## src/rtl/bolt_fire_ctrl.sv

```systemverilog
// rtl/bolt_fire_ctrl.sv - bolt fire controller: shot lifetime, cooldown and shot/hit statistics (option macro: AUTO_FIRE_EN)
module bolt_fire_ctrl #(
    parameter int Y_MIN             = 0,
    parameter int Y_MAX             = 479,
    parameter int ARM_CYCLES        = 2,
    parameter int COOLDOWN_FRAMES   = 8,
    parameter int MAX_FLIGHT_FRAMES = 60
) (
    input  logic        clk,
    input  logic        resetN,
    input  logic        startOfFrame,
    input  logic        gameEnable,
    input  logic        fireReq,
    input  logic [10:0] boltY,
    input  logic        collision,
    input  logic        clearCnt,
    output logic        shootCmd,
    output logic        ready,
    output logic        hitPulse,
    output logic [7:0]  shotCount,
    output logic [7:0]  hitCount
);

    typedef enum logic [1:0] {
        IDLE     = 2'd0,
        ARM      = 2'd1,
        FLY      = 2'd2,
        COOLDOWN = 2'd3
    } state_t;

    localparam logic [15:0] ARM_L = 16'(ARM_CYCLES);
    localparam logic [15:0] CD_L  = 16'(COOLDOWN_FRAMES);
    localparam logic [15:0] MAX_L = 16'(MAX_FLIGHT_FRAMES);
    localparam logic [10:0] YMIN_L = 11'(Y_MIN);
    localparam logic [10:0] YMAX_L = 11'(Y_MAX);

    state_t      state_q, state_d;
    logic [15:0] cnt_q, cnt_d;
    logic        fire_prev;
    logic        start_shot;
    logic        shot_inc;
    logic        hit_now;
    logic        off_screen;
    logic [11:0] below_diff;
    logic [11:0] above_diff;

    // Sign bit of a widened subtraction gives the unsigned range test without constant-compare corner cases
    assign below_diff = {1'b0, boltY} - {1'b0, YMIN_L};
    assign above_diff = {1'b0, YMAX_L} - {1'b0, boltY};
    assign off_screen = below_diff[11] | above_diff[11];

`ifdef AUTO_FIRE_EN
    assign start_shot = fireReq;
`else
    assign start_shot = fireReq & ~fire_prev;
`endif

    assign shootCmd = (state_q == ARM) || (state_q == FLY);
    assign ready    = (state_q == IDLE) && gameEnable;

    // State register, shared phase counter, fire edge register and hit pulse
    always_ff @(posedge clk or negedge resetN) begin
        if (!resetN) begin
            state_q   <= IDLE;
            cnt_q     <= '0;
            fire_prev <= 1'b0;
            hitPulse  <= 1'b0;
        end else begin
            state_q   <= state_d;
            cnt_q     <= cnt_d;
            fire_prev <= fireReq;
            hitPulse  <= hit_now;
        end
    end

    // Next-state logic; the counter restarts from zero on every state change
    always_comb begin
        state_d  = state_q;
        cnt_d    = cnt_q;
        shot_inc = 1'b0;
        hit_now  = 1'b0;
        if (!gameEnable) begin
            state_d = IDLE;
            cnt_d   = '0;
        end else begin
            case (state_q)
                IDLE: begin
                    if (start_shot) begin
                        state_d  = ARM;
                        cnt_d    = '0;
                        shot_inc = 1'b1;
                    end
                end
                ARM: begin
                    if (cnt_q == ARM_L - 16'd1) begin
                        state_d = FLY;
                        cnt_d   = '0;
                    end else begin
                        cnt_d = cnt_q + 16'd1;
                    end
                end
                FLY: begin
                    if (collision) begin
                        state_d = COOLDOWN;
                        cnt_d   = '0;
                        hit_now = 1'b1;
                    end else if (off_screen) begin
                        state_d = COOLDOWN;
                        cnt_d   = '0;
                    end else if (startOfFrame) begin
                        if (cnt_q + 16'd1 == MAX_L) begin
                            state_d = COOLDOWN;
                            cnt_d   = '0;
                        end else begin
                            cnt_d = cnt_q + 16'd1;
                        end
                    end
                end
                COOLDOWN: begin
                    if (startOfFrame) begin
                        if (cnt_q + 16'd1 == CD_L) begin
                            state_d = IDLE;
                            cnt_d   = '0;
                        end else begin
                            cnt_d = cnt_q + 16'd1;
                        end
                    end
                end
                default: begin
                    state_d = IDLE;
                    cnt_d   = '0;
                end
            endcase
        end
    end

    // Saturating statistics; clearCnt wins over a same-clock increment
    always_ff @(posedge clk or negedge resetN) begin
        if (!resetN) begin
            shotCount <= '0;
            hitCount  <= '0;
        end else if (clearCnt) begin
            shotCount <= '0;
            hitCount  <= '0;
        end else begin
            if (shot_inc && shotCount != 8'hFF) shotCount <= shotCount + 8'd1;
            if (hit_now && hitCount != 8'hFF)   hitCount  <= hitCount + 8'd1;
        end
    end

endmodule

```

## config.mk

```make
export PLATFORM = sky130hd
export DESIGN_NAME = bolt_fire_ctrl
export DESIGN_NICKNAME = d
export VERILOG_FILES = /design/src/rtl/bolt_fire_ctrl.sv
export SDC_FILE = /design/constraint.sdc
export NUM_CORES = 1
export LEC_CHECK = 0
export CAP_MARGIN = 20
export CORE_MARGIN = 8
export CORE_UTILIZATION = 53
export DETAILED_ROUTE_END_ITERATION = 12
export GPL_TIMING_DRIVEN = 0
export PLACE_DENSITY = 0.8
export SETUP_SLACK_MARGIN = 0.02
export SYNTH_ARGS = -nofsm -noshare
export SYNTH_HDL_FRONTEND = slang
export SYNTH_SLANG_ARGS = --single-unit
```

## constraint.sdc

```tcl
create_clock -name clk -period 5.83 [get_ports clk]
set_input_delay 0.8745 -clock clk [delete_from_list [all_inputs] [get_ports clk]]
set_output_delay 0.8745 -clock clk [all_outputs]
set_load 0.005 [all_outputs]
```

==> impl_metrics.env <==
export IMPL_ir_drop_uv=189.6
export IMPL_ys_seq_area_share_pct=41.28
export IMPL_fmax_mhz=331.4
export IMPL_die_height_um=80.17
export IMPL_min_from="cnt_q[0]"
export IMPL_drc=0
export IMPL_layout_drive_gt1_share_pct=7.473
export IMPL_drv_cap=0
export IMPL_worstSetupStartpoint="boltY[9]"
export IMPL_antenna_found_initial=0
export IMPL_async_reset_ff_share_pct=100.0
export IMPL_min_path_type="reg2reg"
export IMPL_core_rowCount=23
export IMPL_cp_arrival_ns=3.23
export IMPL_syn_cell_area_mm2=0.002182
export IMPL_synthDistinctLibCells=47
export IMPL_cts_resized=0
export IMPL_cts_tree="yes"
export IMPL_grt_max_degree=37
export IMPL_syn_num_nets=270
export IMPL_post_drt_wl_per_cell_um=15.76
export IMPL_grt_pass1_wl_mm=8.859
export IMPL_finalCriticalPeriod_ns=3.017
export IMPL_via_per_inst=5.819
export IMPL_cts_root_buf="clkbuf_8"
export IMPL_crit_fanout=10
export IMPL_via_count=1926
export IMPL_synth_area_leader_cell="dfrtp_1"
export IMPL_boundaryPins=37
export IMPL_overflow=0
export IMPL_ys_warn_count=0
export IMPL_drtIter0Drc=179
export IMPL_min_period_over_period_pct=51.75
export IMPL_dieArea_mm2=0.006426
export IMPL_coreArea_mm2=0.003971
export IMPL_antennaDiodeCount=0
export IMPL_yosysTopAreaCellShare_pct=41.28
export IMPL_synth_flop_cell="dfrtp_1"
export IMPL_hold_buffers=0
export IMPL_design_area_mm2=0.002641
export IMPL_die_w_um=80.17
export IMPL_fin_tns_setup_ns=0
export IMPL_floorplan_initialDensity_pct=54.95
export IMPL_rsz0062_at_grt="false"
export IMPL_worstReg2RegStart="state_q[0]"
export IMPL_outcome="finished clean"
export IMPL_setup_ws_ns=2.813
export IMPL_grt_pass1_vias=1857
export IMPL_dp_cells=323
export IMPL_drtAntennaViolNets=0
export IMPL_cp_end_kind="flop"
export IMPL_syn_inst=244
export IMPL_areaGrowthSynthToFinish_pct=21.04
export IMPL_clk_latency_ns=0.30
export IMPL_routabilityCongestion=0.7927
export IMPL_hold_ws_ns=0.5377
export IMPL_dp_hpwl_mm=3.782
export IMPL_cts_buffers=5
export IMPL_report_final_setup_viol=0
export IMPL_htree_levels=2
export IMPL_crit_type="in2reg"
export IMPL_start_kind="primary input"
export IMPL_clkTransAtPathRegs_ns=0.07
export IMPL_dpl_cell_area_mm2=0.002530
export IMPL_firstDrtPassIters=4
export IMPL_synth_seq_cells=36
export IMPL_dp_worst_setup_slack_ns=2.521
export IMPL_cp_data_required_time_ns=6.05
export IMPL_ys_top_cells_by_area="dfrtp_1, nand2_1, ha_1"
export IMPL_wirelength_mm=5.217
export IMPL_nets=306
export IMPL_tightest_slew_ns=0.7846
export IMPL_power_density_mw_per_mm2=253.6
export IMPL_synth_edf_count=0
export IMPL_track_usage_pct=17.63
export IMPL_syn_area_per_cell_um2=8.943
export IMPL_p_leak_nw=1.149
export IMPL_fin_cells=331
export IMPL_cts_sinks=36
export IMPL_maxSlewViolCount=0
export IMPL_io_buffers=29
export IMPL_post_cts_buffers=0
export IMPL_hold_viol=0
export IMPL_fin_worst_skew_ns=0.009511
export IMPL_clock_path_buffers=2
export IMPL_slew_limit_headroom_pct=47.69
-- stage by stage --
| step | total power, mW | util [%] |
|---|---|---|
| final | 0.6697 | 66.51 |
| after global routing | 0.7079 | 66.51 |
| after CTS | 0.6726 | 66.51 |
| after detailed placement | 0.4509 | 63.71 |
| after global placement | 0.4459 | 63.83 |
| after floorplan | 0.3861 | - |
-- area by class of cell --
| class | instances | area (µm²) |
|---|---|---|
| fill | 334 | 1330 |
| clock inverter | 3 | 42.54 |
| inverter | 8 | 30.03 |
| tap | 50 | 62.56 |
| sequential | 36 | 900.9 |
| timing repair buffer | 29 | 285.3 |
| multi-input combinational | 186 | 1174 |
| buffer | 14 | 77.57 |
| clock buffer | 5 | 68.82 |
-- path summary, 6_finish.rpt --
check,to,slack (ns),depth (start not counted)
min reg2reg,cnt_q[0],0.54,1
max in group asynchronous,cnt_q[9],4.68,1
min,cnt_q[0],0.54,1
max reg2reg,cnt_q[4],3.14,10
max,cnt_q[4],2.81,9
min in group asynchronous,shotCount[5],0.65,1
-- worst max-delay path: stages --
cell	delay, ns
clkdlybuf4s50_1	0.40
nor4b_1	0.50
a21oi_1	0.24
nand3b_1	0.31
o21bai_1	0.23
o211ai_2	0.12
buf_2	0.29
nand2_1	0.09
a31oi_1	0.19
-- power breakdown --
group | switching (mW) | leakage (nW) | internal (mW)
Combinational | 0.0967 | 0.597 | 0.0763
Sequential | 0.0126 | 0.498 | 0.261
Clock | 0.0962 | 0.0541 | 0.127
-- kinds of logic after synthesis --
logic type / synth area share (%)
simple gates: 24.60
compound gates: 16.29
flops: 41.28
buf+inv: 4.931
xor+xnor: 6.020
fa+ha+maj: 4.587
mux: 2.294
-- cells in the mapped netlist, drive strengths merged (6+ instances only) --
master,count
o21ai,13
dfrtp,36
ha,8
xor2,10
inv,8
nand3,6
a21oi,13
nand4,9
nand2,31
buf,8
nor2,21
a31oi,11
and3,9
clkbuf,6
-- state kept, by name (all words and copies together) (netlist names) --
signal	flops
hitCount	8
state_q	2
hitPulse	1
fire_prev	1
cnt_q	16
shotCount	8
-- per-layer routing --
layer  GRT usage, %  up-vias  share of wire, %
li1               -      948                 -
met1          21.89      932                46
met2          28.54       39                49
met3          3.125        7               3.4
met4          9.091        0               2.0
met5              0        -                 0
-- cells in the final DEF, fill, tap and decap left out, drive strengths merged, types with 2 or more instances in the layout --
master,instances
dfrtp,36
nand2,31
clkdlybuf4s50,28
nor2,21
a21oi,13
o21ai,13
a31oi,11
clkbuf,11
xor2,10
and3,9
nand4,9
buf,9
inv,8
ha,8
nand3,6
and4,5
xnor2,5
mux2i,5
or3,5
nor3,4
nand2b,3
a22o,3
and2,3
nor4b,2
nor2b,2
a2111oi,2
nor4,2
o311ai,2
Note: power is estimated with default switching activity, not from simulation.
